[config.mk]
export PLATFORM = sky130hd
export DESIGN_NAME = pc_sequencer_flat
export DESIGN_NICKNAME = d
export VERILOG_FILES = /design/src/rtl/pc_sequencer_if.sv /design/src/rtl/pc_sequencer.sv /design/src/flat_wrapper.sv
export SDC_FILE = /design/constraint.sdc
export NUM_CORES = 1
export LEC_CHECK = 0
export CAP_MARGIN = 20
export CORE_MARGIN = 2
export CORE_UTILIZATION = 25
export DETAILED_ROUTE_END_ITERATION = 6
export PLACE_DENSITY = 0.52
export SYNTH_ARGS = -nofsm -noshare
export SYNTH_HDL_FRONTEND = slang
export SYNTH_SLANG_ARGS = --single-unit
[constraint.sdc]
create_clock -name clk -period 4.3 [get_ports clk]
set_input_delay 0.86 -clock clk [delete_from_list [all_inputs] [get_ports clk]]
set_output_delay 0.86 -clock clk [all_outputs]
set_load 0.005 [all_outputs]
[src/rtl/pc_sequencer_if.sv]
// Bundle of control, branch and status signals between the debug/control
// logic (master) and the program-counter sequencer (slave).
// Optional feature macro: BREAKPOINT_EN adds i_bpAddr / o_bpHit.
interface pc_sequencer_if #(
   parameter int PC_W  = 8,
   parameter int CNT_W = 16
);
   logic             i_start;
   logic             i_step;
   logic             i_haltReq;
   logic             i_stall;
   logic             i_brValid;
   logic [PC_W-1:0]  i_brTarget;
   logic [PC_W-1:0]  o_pc;
   logic             o_pcValid;
   logic [1:0]       o_state;
   logic             o_done;
   logic             o_err;
   logic [CNT_W-1:0] o_retired;
`ifdef BREAKPOINT_EN
   logic [PC_W-1:0]  i_bpAddr;
   logic             o_bpHit;
`endif

   modport master (
`ifdef BREAKPOINT_EN
      output i_bpAddr,
      input  o_bpHit,
`endif
      output i_start, i_step, i_haltReq, i_stall, i_brValid, i_brTarget,
      input  o_pc, o_pcValid, o_state, o_done, o_err, o_retired
   );

   modport slave (
`ifdef BREAKPOINT_EN
      input  i_bpAddr,
      output o_bpHit,
`endif
      input  i_start, i_step, i_haltReq, i_stall, i_brValid, i_brTarget,
      output o_pc, o_pcValid, o_state, o_done, o_err, o_retired
   );
endinterface

[src/rtl/pc_sequencer.sv]
// Program-counter sequencer feeding the single-cycle core's fetch PC.
// Supports run, single-step, halt, stall, branch load, end-of-program
// detection (sticky done), out-of-range branch detection (sticky err) and a
// saturating retired-instruction counter. All outputs are registered.
// Optional feature macro: BREAKPOINT_EN (halt in RUN when pc hits i_bpAddr).
module pc_sequencer #(
   parameter int PC_W     = 8,
   parameter int PROG_LEN = 21,
   parameter int RESET_PC = 0,
   parameter int CNT_W    = 16
) (
   input logic           clk,
   input logic           rst_n,
   pc_sequencer_if.slave bus
);

   typedef enum logic [1:0] {
      ST_IDLE = 2'b00,
      ST_RUN  = 2'b01,
      ST_STEP = 2'b10,
      ST_HALT = 2'b11
   } state_t;

   // One extra bit so PROG_LEN == 2**PC_W still compares correctly.
   localparam logic [PC_W:0]   PROG_LEN_W = PROG_LEN[PC_W:0];
   localparam logic [PC_W-1:0] LAST_PC    = PC_W'(PROG_LEN - 1);
   localparam logic [PC_W-1:0] RESET_PC_W = PC_W'(RESET_PC);

   state_t           r_state;
   logic [PC_W-1:0]  r_pc;
   logic             r_pcValid;
   logic             r_done;
   logic             r_err;
   logic [CNT_W-1:0] r_retired;
`ifdef BREAKPOINT_EN
   logic             r_bpHit;
   logic             r_bpSkip;
`endif

   logic [CNT_W-1:0] w_retiredInc;
   logic             w_brOut;
   logic             w_last;
   logic [PC_W-1:0]  w_nextPc;

   // Retire count saturates instead of wrapping back to zero.
   assign w_retiredInc = (r_retired == '1) ? r_retired : r_retired + 1'b1;
   // A taken branch pointing past the program is an error and ends execution.
   assign w_brOut      = bus.i_brValid && ({1'b0, bus.i_brTarget} >= PROG_LEN_W);
   // The last-instruction check precedes the increment, so pc+1 never wraps.
   assign w_last       = !bus.i_brValid && (r_pc == LAST_PC);
   assign w_nextPc     = bus.i_brValid ? bus.i_brTarget : r_pc + 1'b1;

   // Sequencer state machine: all status outputs are updated together here.
   always_ff @(posedge clk or negedge rst_n) begin
      if (!rst_n) begin
         r_state   <= ST_IDLE;
         r_pc      <= RESET_PC_W;
         r_pcValid <= 1'b0;
         r_done    <= 1'b0;
         r_err     <= 1'b0;
         r_retired <= '0;
`ifdef BREAKPOINT_EN
         r_bpHit   <= 1'b0;
         r_bpSkip  <= 1'b0;
`endif
      end else begin
`ifdef BREAKPOINT_EN
         r_bpHit <= 1'b0;
`endif
         case (r_state)
            ST_IDLE: begin
               if (bus.i_start) begin
                  r_state   <= ST_RUN;
                  r_pcValid <= 1'b1;
`ifdef BREAKPOINT_EN
                  r_bpSkip  <= 1'b1;
`endif
               end else if (bus.i_step) begin
                  r_state   <= ST_STEP;
                  r_pcValid <= 1'b1;
               end
            end
            ST_RUN: begin
`ifdef BREAKPOINT_EN
               r_bpSkip <= 1'b0;
`endif
               if (bus.i_haltReq) begin
                  r_state   <= ST_HALT;
                  r_pcValid <= 1'b0;
`ifdef BREAKPOINT_EN
               end else if ((r_pc == bus.i_bpAddr) && !r_bpSkip) begin
                  r_state   <= ST_HALT;
                  r_pcValid <= 1'b0;
                  r_bpHit   <= 1'b1;
`endif
               end else if (!bus.i_stall) begin
                  r_retired <= w_retiredInc;
                  if (w_brOut) begin
                     r_err     <= 1'b1;
                     r_done    <= 1'b1;
                     r_state   <= ST_HALT;
                     r_pcValid <= 1'b0;
                  end else if (w_last) begin
                     r_done    <= 1'b1;
                     r_state   <= ST_HALT;
                     r_pcValid <= 1'b0;
                  end else begin
                     r_pc <= w_nextPc;
                  end
               end
            end
            ST_STEP: begin
               if (!bus.i_stall) begin
                  r_state   <= ST_HALT;
                  r_pcValid <= 1'b0;
                  if (!bus.i_haltReq) begin
                     r_retired <= w_retiredInc;
                     if (w_brOut) begin
                        r_err  <= 1'b1;
                        r_done <= 1'b1;
                     end else if (w_last) begin
                        r_done <= 1'b1;
                     end else begin
                        r_pc <= w_nextPc;
                     end
                  end
               end
            end
            ST_HALT: begin
               if (bus.i_start) begin
                  r_state   <= ST_RUN;
                  r_pcValid <= 1'b1;
`ifdef BREAKPOINT_EN
                  r_bpSkip  <= 1'b1;
`endif
                  if (r_done) begin
                     r_pc      <= RESET_PC_W;
                     r_retired <= '0;
                     r_done    <= 1'b0;
                     r_err     <= 1'b0;
                  end
               end else if (bus.i_step && !r_done) begin
                  r_state   <= ST_STEP;
                  r_pcValid <= 1'b1;
               end
            end
         endcase
      end
   end

   assign bus.o_pc      = r_pc;
   assign bus.o_pcValid = r_pcValid;
   assign bus.o_state   = r_state;
   assign bus.o_done    = r_done;
   assign bus.o_err     = r_err;
   assign bus.o_retired = r_retired;
`ifdef BREAKPOINT_EN
   assign bus.o_bpHit   = r_bpHit;
`endif

endmodule
[src/flat_wrapper.sv]
// flat-port wrapper written by rule: the top's interface ports become plain ports
module pc_sequencer_flat 
#(
   parameter int PC_W     = 8,
   parameter int PROG_LEN = 21,
   parameter int RESET_PC = 0,
   parameter int CNT_W    = 16
)
  (clk, rst_n, bus_i_start, bus_i_step, bus_i_haltReq, bus_i_stall, bus_i_brValid, bus_i_brTarget, bus_o_pc, bus_o_pcValid, bus_o_state, bus_o_done, bus_o_err, bus_o_retired);
  pc_sequencer_if #(.PC_W(PC_W), .CNT_W(CNT_W)) bus_i ();
  input logic clk;
  input logic rst_n;
  input wire logic [$bits(bus_i.i_start)-1:0] bus_i_start;
  input wire logic [$bits(bus_i.i_step)-1:0] bus_i_step;
  input wire logic [$bits(bus_i.i_haltReq)-1:0] bus_i_haltReq;
  input wire logic [$bits(bus_i.i_stall)-1:0] bus_i_stall;
  input wire logic [$bits(bus_i.i_brValid)-1:0] bus_i_brValid;
  input wire logic [$bits(bus_i.i_brTarget)-1:0] bus_i_brTarget;
  output wire logic [$bits(bus_i.o_pc)-1:0] bus_o_pc;
  output wire logic [$bits(bus_i.o_pcValid)-1:0] bus_o_pcValid;
  output wire logic [$bits(bus_i.o_state)-1:0] bus_o_state;
  output wire logic [$bits(bus_i.o_done)-1:0] bus_o_done;
  output wire logic [$bits(bus_i.o_err)-1:0] bus_o_err;
  output wire logic [$bits(bus_i.o_retired)-1:0] bus_o_retired;
  assign bus_i.i_start = bus_i_start;
  assign bus_i.i_step = bus_i_step;
  assign bus_i.i_haltReq = bus_i_haltReq;
  assign bus_i.i_stall = bus_i_stall;
  assign bus_i.i_brValid = bus_i_brValid;
  assign bus_i.i_brTarget = bus_i_brTarget;
  assign bus_o_pc = bus_i.o_pc;
  assign bus_o_pcValid = bus_i.o_pcValid;
  assign bus_o_state = bus_i.o_state;
  assign bus_o_done = bus_i.o_done;
  assign bus_o_err = bus_i.o_err;
  assign bus_o_retired = bus_i.o_retired;
  pc_sequencer #(.PC_W(PC_W), .PROG_LEN(PROG_LEN), .RESET_PC(RESET_PC), .CNT_W(CNT_W)) u_core (.clk(clk), .rst_n(rst_n), .bus(bus_i));
endmodule
### After elaboration in Yosys (flattened, before gate mapping)

Index checks and enable logic that the tools add are counted.

* reductions and logical operators: 10
* $add $sub $neg: 2
* mux-type cells: 54
* divide/modulo/power cells: 0
* $mul: 0
* equal/unequal tests: 15
* shifts and indexed selects: 0
* bitwise operators: 0
* magnitude comparators: 1

Operators with widths (count)
* 2-to-1 mux 16 bit: 7
* 2-to-1 mux 8 bit: 9
* one-hot mux 16 bit (3 select lines): 1
* one-hot mux 8 bit (3 select lines): 1
* 2-to-1 mux 1 bit: 23
* 2-to-1 mux 2 bit: 9
* adder 16 x 1 -> 16 bit, second input constant: 1
* equality test 16 bit, second input constant: 1
* != test 2 bit, second input constant: 5
* adder 8 x 1 -> 8 bit, second input constant: 1
* equality test 8 x 5 -> 1 bit, second input constant: 1
* >= comparator 8 x 5 -> 1 bit, second input constant: 1
* one-hot mux 2 bit (4 select lines): 1
* AND reduction 7 bit: 1
* != test 3 bit, second input constant: 2
* one-hot mux 1 bit (3 select lines): 2
* AND reduction 6 bit: 1
* AND reduction 5 bit: 1
* equality test 2 bit, second input constant: 2
* != test 4 x 2 -> 1 bit, second input constant: 1
* one-hot mux 1 bit (4 select lines): 1
* logical AND 1 bit: 3
* != test 3 x 2 -> 1 bit, second input constant: 1
* nonzero test 3 bit: 1
* 4 further kinds: 5

* latch bits: 0
* bits in registers: 29
* memory bits (writable): 0
* ROM bits: 0
* input bits: 15
* memories: 0

### Logic depth before layout (Yosys ltp)

Gate-level depths: netlist of run 1.

* depth after elaboration: 7
* gate-level depth with buffers: 8

### Least setup slack after synthesis of run 1

OpenSTA, ideal clock, no wires.

* path kind: input to register
* start point: input port bus_i_stall
* end point: register u_core.r_retired[3] (netlist: u_core.bus.o_retired[3])
* path slack: 2.211 ns
* path buffers: 1
* data required time: 4.234 ns
* setup time: 0.066 ns
* arrival time: 2.023 ns
* stages on the path: 6
* cells stage by stage: o22a_2 a21oi_4 buf_4 nand4_1 or4_1 nand2_1

* word-level cells in the longest chain between the ends: 2

RTL lines
* from (decl): line flat_wrapper.sv:16 `input wire logic [$bits(bus_i.i_stall)-1:0] bus_i_stall;`
* != test 2 bit (no line)
* AND reduction 7 bit (no line) *
* to (signal assigned): line pc_sequencer.sv:97 `r_retired <= w_retiredInc;`
* to (signal assigned): line pc_sequencer.sv:117 `r_retired <= w_retiredInc;`
* to (decl): line pc_sequencer.sv:34 `logic [CNT_W-1:0] r_retired;`

Mark *: on every way between the ends. The rest lies on a longest branch, timed or not.
A chain may end at the register's enable or synchronous reset.

### Worst setup path after layout of run 1

* start point: input port bus_i_brValid
* end point: register u_core.r_pc[3] (netlist: u_core.bus.o_pc[3])

* word-level cells in the longest chain between the ends: 7

RTL lines
* from (decl): line flat_wrapper.sv:17 `input wire logic [$bits(bus_i.i_brValid)-1:0] bus_i_brValid;`
* zero test 1 bit: line pc_sequencer.sv:50 `assign w_last = !bus.i_brValid && (r_pc == LAST_PC);`
* logical AND 1 bit: line pc_sequencer.sv:50
* 2-to-1 mux 8 bit: line pc_sequencer.sv:103, pc_sequencer.sv:121
* 2-to-1 mux 8 bit *: line pc_sequencer.sv:98 `if (w_brOut) begin`
* 2-to-1 mux 8 bit (on tied branches): line pc_sequencer.sv:116, pc_sequencer.sv:96
* 2-to-1 mux 8 bit (on tied branches): line pc_sequencer.sv:113, pc_sequencer.sv:87
* one-hot mux 8 bit (3 select lines) *: line pc_sequencer.sv:70 `case (r_state)`
* to (signal assigned): line pc_sequencer.sv:108 `r_pc <= w_nextPc;`
* to (signal assigned): line pc_sequencer.sv:124 `r_pc <= w_nextPc;`
* to (decl): line pc_sequencer.sv:30 `logic [PC_W-1:0] r_pc;`

Mark *: on every way between the ends. The rest lies on a longest branch, timed or not. The select of a mux whose other input is x is not followed.

==> results of run 1 <==
## critical path, cell delays in order
cell and delay [ps]:
clkdlybuf4s50_1 750, o211ai_1 180, o21a_1 270, a31oi_4 450, o31ai_1 130, a221o_1 320
## routing by layer
metal / GRT usage / part of all wire / vias to the layer above
met5: 0 / 0 / -
met4: 0.0429 / 0.014 / 0
met3: 0.0390 / 0.053 / 6
li1: - / - / 823
met2: 0.175 / 0.44 / 31
met1: 0.154 / 0.49 / 765
## cell usage after synthesis (2+ instances only)
library cell,n,share of area
or2_2,2,0.0066
dfrtp_1,29,0.38
nor3_1,5,0.013
o21ai_0,11,0.029
and3_1,2,0.0066
nand2_1,17,0.034
or3_1,4,0.013
o211ai_1,5,0.020
nor2_1,20,0.040
ha_1,7,0.046
a221o_1,2,0.011
xor2_1,9,0.042
nand4_1,7,0.023
nand3_1,6,0.016
clkbuf_1,3,0.0059
o31ai_1,5,0.020
inv_1,12,0.024
a22o_1,4,0.018
xnor2_1,2,0.0092
a2111oi_0,2,0.0092
mux2i_1,6,0.032
a21oi_1,7,0.018
nand4_2,3,0.020
o22ai_1,2,0.0066
## state kept, by name, summed over array words and instances, names as in the netlist
name	count
u_core.bus.o_done	1
u_core.bus.o_err	1
u_core.bus.o_pc	8
u_core.bus.o_pcValid	1
u_core.bus.o_retired	16
u_core.bus.o_state	2
## stage by stage
stage | instance area, um2 | power [mW]
2_1_floorplan | 1900 | 0.846
3_3_place_gp | 2410 | 1.07
3_5_place_dp | 2410 | 1.07
4_1_cts | 2510 | 1.33
5_1_grt | 2510 | 1.41
6_report | 2510 | 1.30
## final timing paths
kind                                        from                 endpoint  cells past startpoint
min in group asynchronous                  rst_n       u_core.bus.o_pc[3]                      2
hold / removal                  u_core.bus.o_err         u_core.bus.o_err                      2
setup / recovery                   bus_i_brValid       u_core.bus.o_pc[3]                      6
setup reg to reg           u_core.bus.o_state[0]       u_core.bus.o_pc[6]                      6
hold reg to reg                 u_core.bus.o_err         u_core.bus.o_err                      2
max in group asynchronous                  rst_n  u_core.bus.o_retired[9]                      2
## area by class of cell
| class | instances | area, um2 |
|---|---|---|
| multi-input cells | 152 | 1080 |
| flip-flops and latches | 29 | 726 |
| clock buffers | 7 | 96.3 |
| clock inverters | 1 | 5.00 |
| repair buffers | 44 | 438 |
| inverters | 12 | 45.0 |
| well taps | 99 | 124 |
| fillers | 769 | 4780 |
## where the power goes
group	internal, mW	switching (mW)	total, mW
logic	0.301	0.307	0.608
clock network	0.144	0.105	0.249
registers	0.345	0.0989	0.444
total	0.791	0.511	1.30
## kinds of logic (layout without fill, tap and decap cells)
family                   after synthesis  after routing
AO/OA/AOI/OAI                         49             49
XOR/XNOR                              11             11
adder cells (fa/ha/maj)                7              7
buffers and inverters                 19             64
flip-flops                            29             29
multiplexers                           6              6
AND/OR/NAND/NOR                       79             79
==> impl_metrics.toml, run 1 <==
[clock_network]
cts_made_buffers = 5
numClockSinks = 29
cts-root-buf = "clkbuf_8"
cts_hold_buf = 0
insertion_delay_ps = 280
htreeDepth = 2
cts_resized = 0
cts_tree = "built"
clockBufferDepth = 2
clk_pin_slew_ps = 60
post_cts_buffers = 0

[sta]
finalSetupTns_ps = 0
rsz0062_at_grt = "no"
finalWorstSetupSlack_ps = 1500
finClkSkew_ps = 5.67
hold_violations = 0
fmax_mhz = 357
fin_crit_sh = 0.652
maxSlewViolCount = 0
holdWs_ps = 524
finalCriticalPeriod_ps = 2800
relSlewSlack = 0.563
worstMarginPinSlew_ps = 654
setup_viol = 0

[logic_synthesis]
syn_avg_cell_area_um2 = 9.48
synth_flop_cell = "dfrtp_1"
synth_seq_cells = 29
syn-instance-count = 200
synth_area_um2 = 1900
ys_types = 52
synth_top_family_by_area = "simple AND/OR/NAND/NOR gates"
synth_edf_count = 0
synthSimpleGateAreaFrac = 0.238
synthMuxAreaShare = 0.0317
synth-adder-area-share = 0.0462
ys_warn_count = 0
seq_area_frac_synth = 0.383
synthArstFlopShare = 1.00
synth_nets = 222
synth_xor_area_frac = 0.0508
synth-compound-area-share = 0.201

[cells_and_area]
final_nets = 266
final_common_cell = "clkdlybuf4s50_1"
insertedDiodeCount = 0
fin_util = 0.344
fin_cells = 344
final_cell_mix = "clkdlybuf4s50_1, dfrtp_1, nor2_1, nand2_1, inv_1"
drive_gt1_frac = 0.106
syn_to_final_growth_pct = 32.4

[route]
drc = 0
via_count = 1625
drtIter0Drc = 58
avgRoutedWirePerCell_um = 13.1
first_pass_iters = 4
viasPerCell = 4.72
routed_wl_um = 4520
antenna_left = 0

[grt]
grt_pass1_wl_um = 7720
antenna_found_initial = 0
grt_overflow = 0
grt_max_degree = 30
grt_pass1_vias = 1557
grtUsageTotal = 0.116

[min_path]
hold_class = "reg -> reg"

[die]
placementRows = 31
ios = 44
core-area_um2 = 7290
initial_utilization = 0.260
die_height_um = 91.1
fp.dieW_um = 91.1
die-area_um2 = 8300

[placement]
hpwl_um = 3370
post-place-cells = 336
place_ws_ps = 1200
io_buffer_count = 43
gp_congestion = 0.778

[critical_path]
cp.arrival_ps = 2970
crit_type = "in -> reg"
worstPathRequired_ps = 4470
path_max_fanout = 16
start_kind = "input pin"
end_kind = "flip-flop"
rrSetupSlack_ps = 1830

[pwr]
powerDensity_nw_per_um2 = 518
ir_drop_uv = 121
leakagePower_nw = 1.01

[run_status]
outcome = "completed"

[job]
maxCapViolations = 0
Note: power is estimated with default switching activity, not from simulation.
==> run 2, diff against run 1 <==
clock period = 2.83 ns   (was 4.3 ns; I/O delays follow)
==> run 2 against run 1 <==
Effect of this change:
- global-route usage is 0.52 points higher
- clock power is 36% higher
- highest routed layer unchanged
- non-clock buffer count up 4
==> impl_metrics.toml, run 2 (synthesized netlist as in run 1, its figures left out) <==
[route]
route.met3.wl_um = 258
m1WireLength_um = 2360
top_layer = "met4"
drc = 0
via_count = 1642
route.met2.wl_um = 2060
drtIter0Drc = 108
first_pass_iters = 4
routed_wl_um = 4740
antenna_left = 0
viasPerCell = 4.72
avgRoutedWirePerCell_um = 13.6

[placement]
gp_congestion = 0.834
place_ws_ps = 238
io_buffer_count = 43
hpwl_um = 3520

[grt]
antenna_found_initial = 0
grt_pass1_vias = 1617
grtUsageTotal = 0.121
grt_max_degree = 30
grt_pass1_wl_um = 8130
grt_overflow = 0

[cells_and_area]
largest_reg_flops = 16
final_common_cell = "clkdlybuf4s50_1"
final_cell_mix = "clkdlybuf4s50_1, dfrtp_1, nor2_1, nand2_1, inv_1"
insertedDiodeCount = 0
final_nets = 270
fill_cells = 792
drive_gt1_frac = 0.116
syn_to_final_growth_pct = 33.0

[clock_network]
cts_hold_buf = 0
clk_pin_slew_ps = 70
cts-root-buf = "clkbuf_8"
clockBufferDepth = 2
numClockSinks = 29
cts_resized = 0
cts_made_buffers = 5
cts_tree = "built"
insertion_delay_ps = 280
post_cts_buffers = 0
htreeDepth = 2

[min_path]
hold_class = "reg -> reg"
hp-start = "u_core.bus.o_err"
hold_end = "u_core.bus.o_err"
hold_depth = 2

[critical_path]
rrSetupSlack_ps = 660
slowest_stage = "clkdlybuf4s50_1"
worstPathRequired_ps = 3000
path_max_fanout = 16
end_kind = "flip-flop"
r2r_start = "u_core.bus.o_pc[0]"
cp_num_buf_inv = 1
reg2reg_to = "u_core.bus.o_pc[3]"
rr_worst_depth = 7
slowest_delay_ps = 590
crit_chain = "clkdlybuf4s50_1 -> o211ai_1 -> o21a_1 -> a31oi_4 -> o31ai_1 -> a221o_1"
cp.arrival_ps = 2470
start_kind = "input pin"
crit_type = "in -> reg"
crit_family = "compound AO/OA/AOI/OAI gates"

[sta]
relSlewSlack = 0.680
finalWorstSetupSlack_ps = 530
holdWs_ps = 529
fmax_mhz = 435
hold_violations = 0
finalSetupTns_ps = 0
worstMarginPinSlew_ps = 479
maxSlewViolCount = 0
setup_viol = 0
rsz0062_at_grt = "no"
finalCriticalPeriod_ps = 2300
fin_crit_sh = 0.813
finClkSkew_ps = 4.59

[die]
fp.dieW_um = 91.1
die-area_um2 = 8300
initial_utilization = 0.260
die_height_um = 91.1
core-area_um2 = 7290
placementRows = 31
ios = 44

[run_status]
outcome = "completed"

[pwr]
ir_drop_uv = 243
powerDensity_nw_per_um2 = 788
leakagePower_nw = 1.02

[job]
maxCapViolations = 0
## run 2: worst min-delay path, cell delays in order, from the launching register on
cell and delay, ps:
dfrtp_1 360, a21oi_1 50, nor2_1 80
## run 2: worst max-delay path by stage
stage	start	to	slack, ps	cells after the start
after floorplan	u_core.bus.o_state[0]	u_core.bus.o_retired[3]	900	8
after global placement	bus_i_brValid	u_core.bus.o_pc[3]	280	6
after detailed placement	bus_i_brValid	u_core.bus.o_pc[3]	240	6
after CTS	bus_i_brValid	u_core.bus.o_pc[3]	540	6
after global routing	bus_i_brValid	u_core.bus.o_pc[2]	470	6
final	bus_i_brValid	u_core.bus.o_pc[3]	530	6
## run 2: cell type report
cell class,count,area (um2),share of cell area
clock buffer,6,72.6,0.0288
clock inverter,2,10.0,0.00397
inverter,12,45.0,0.0179
multi-input combinational,152,1080,0.427
sequential,29,726,0.288
tap,99,124,0.0491
timing repair buffer,48,468,0.186
## run 2: routing by layer
| metal | global-route usage | vias to the layer above |
|---|---|---|
| met5 | 0 | - |
| met4 | 0.0379 | 0 |
| met3 | 0.0448 | 6 |
| met2 | 0.181 | 35 |
| met1 | 0.163 | 775 |
| li1 | - | 826 |
## run 2: through the flow
stage,cell area [um2],util,instances,power (mW)
floorplan,1900,-,200,1.29
global placement,2440,0.335,340,1.66
detailed placement,2440,0.335,340,1.67
CTS,2520,0.346,348,2.01
global route,2520,0.346,348,2.16
finish,2520,0.346,348,1.99
## run 2: report_power, final
part           leakage, nW  switching (mW)  total [mW]  internal, mW
Combinational        0.599           0.487       0.974         0.487
Clock               0.0450           0.169       0.339         0.170
Sequential           0.380           0.151       0.675         0.524
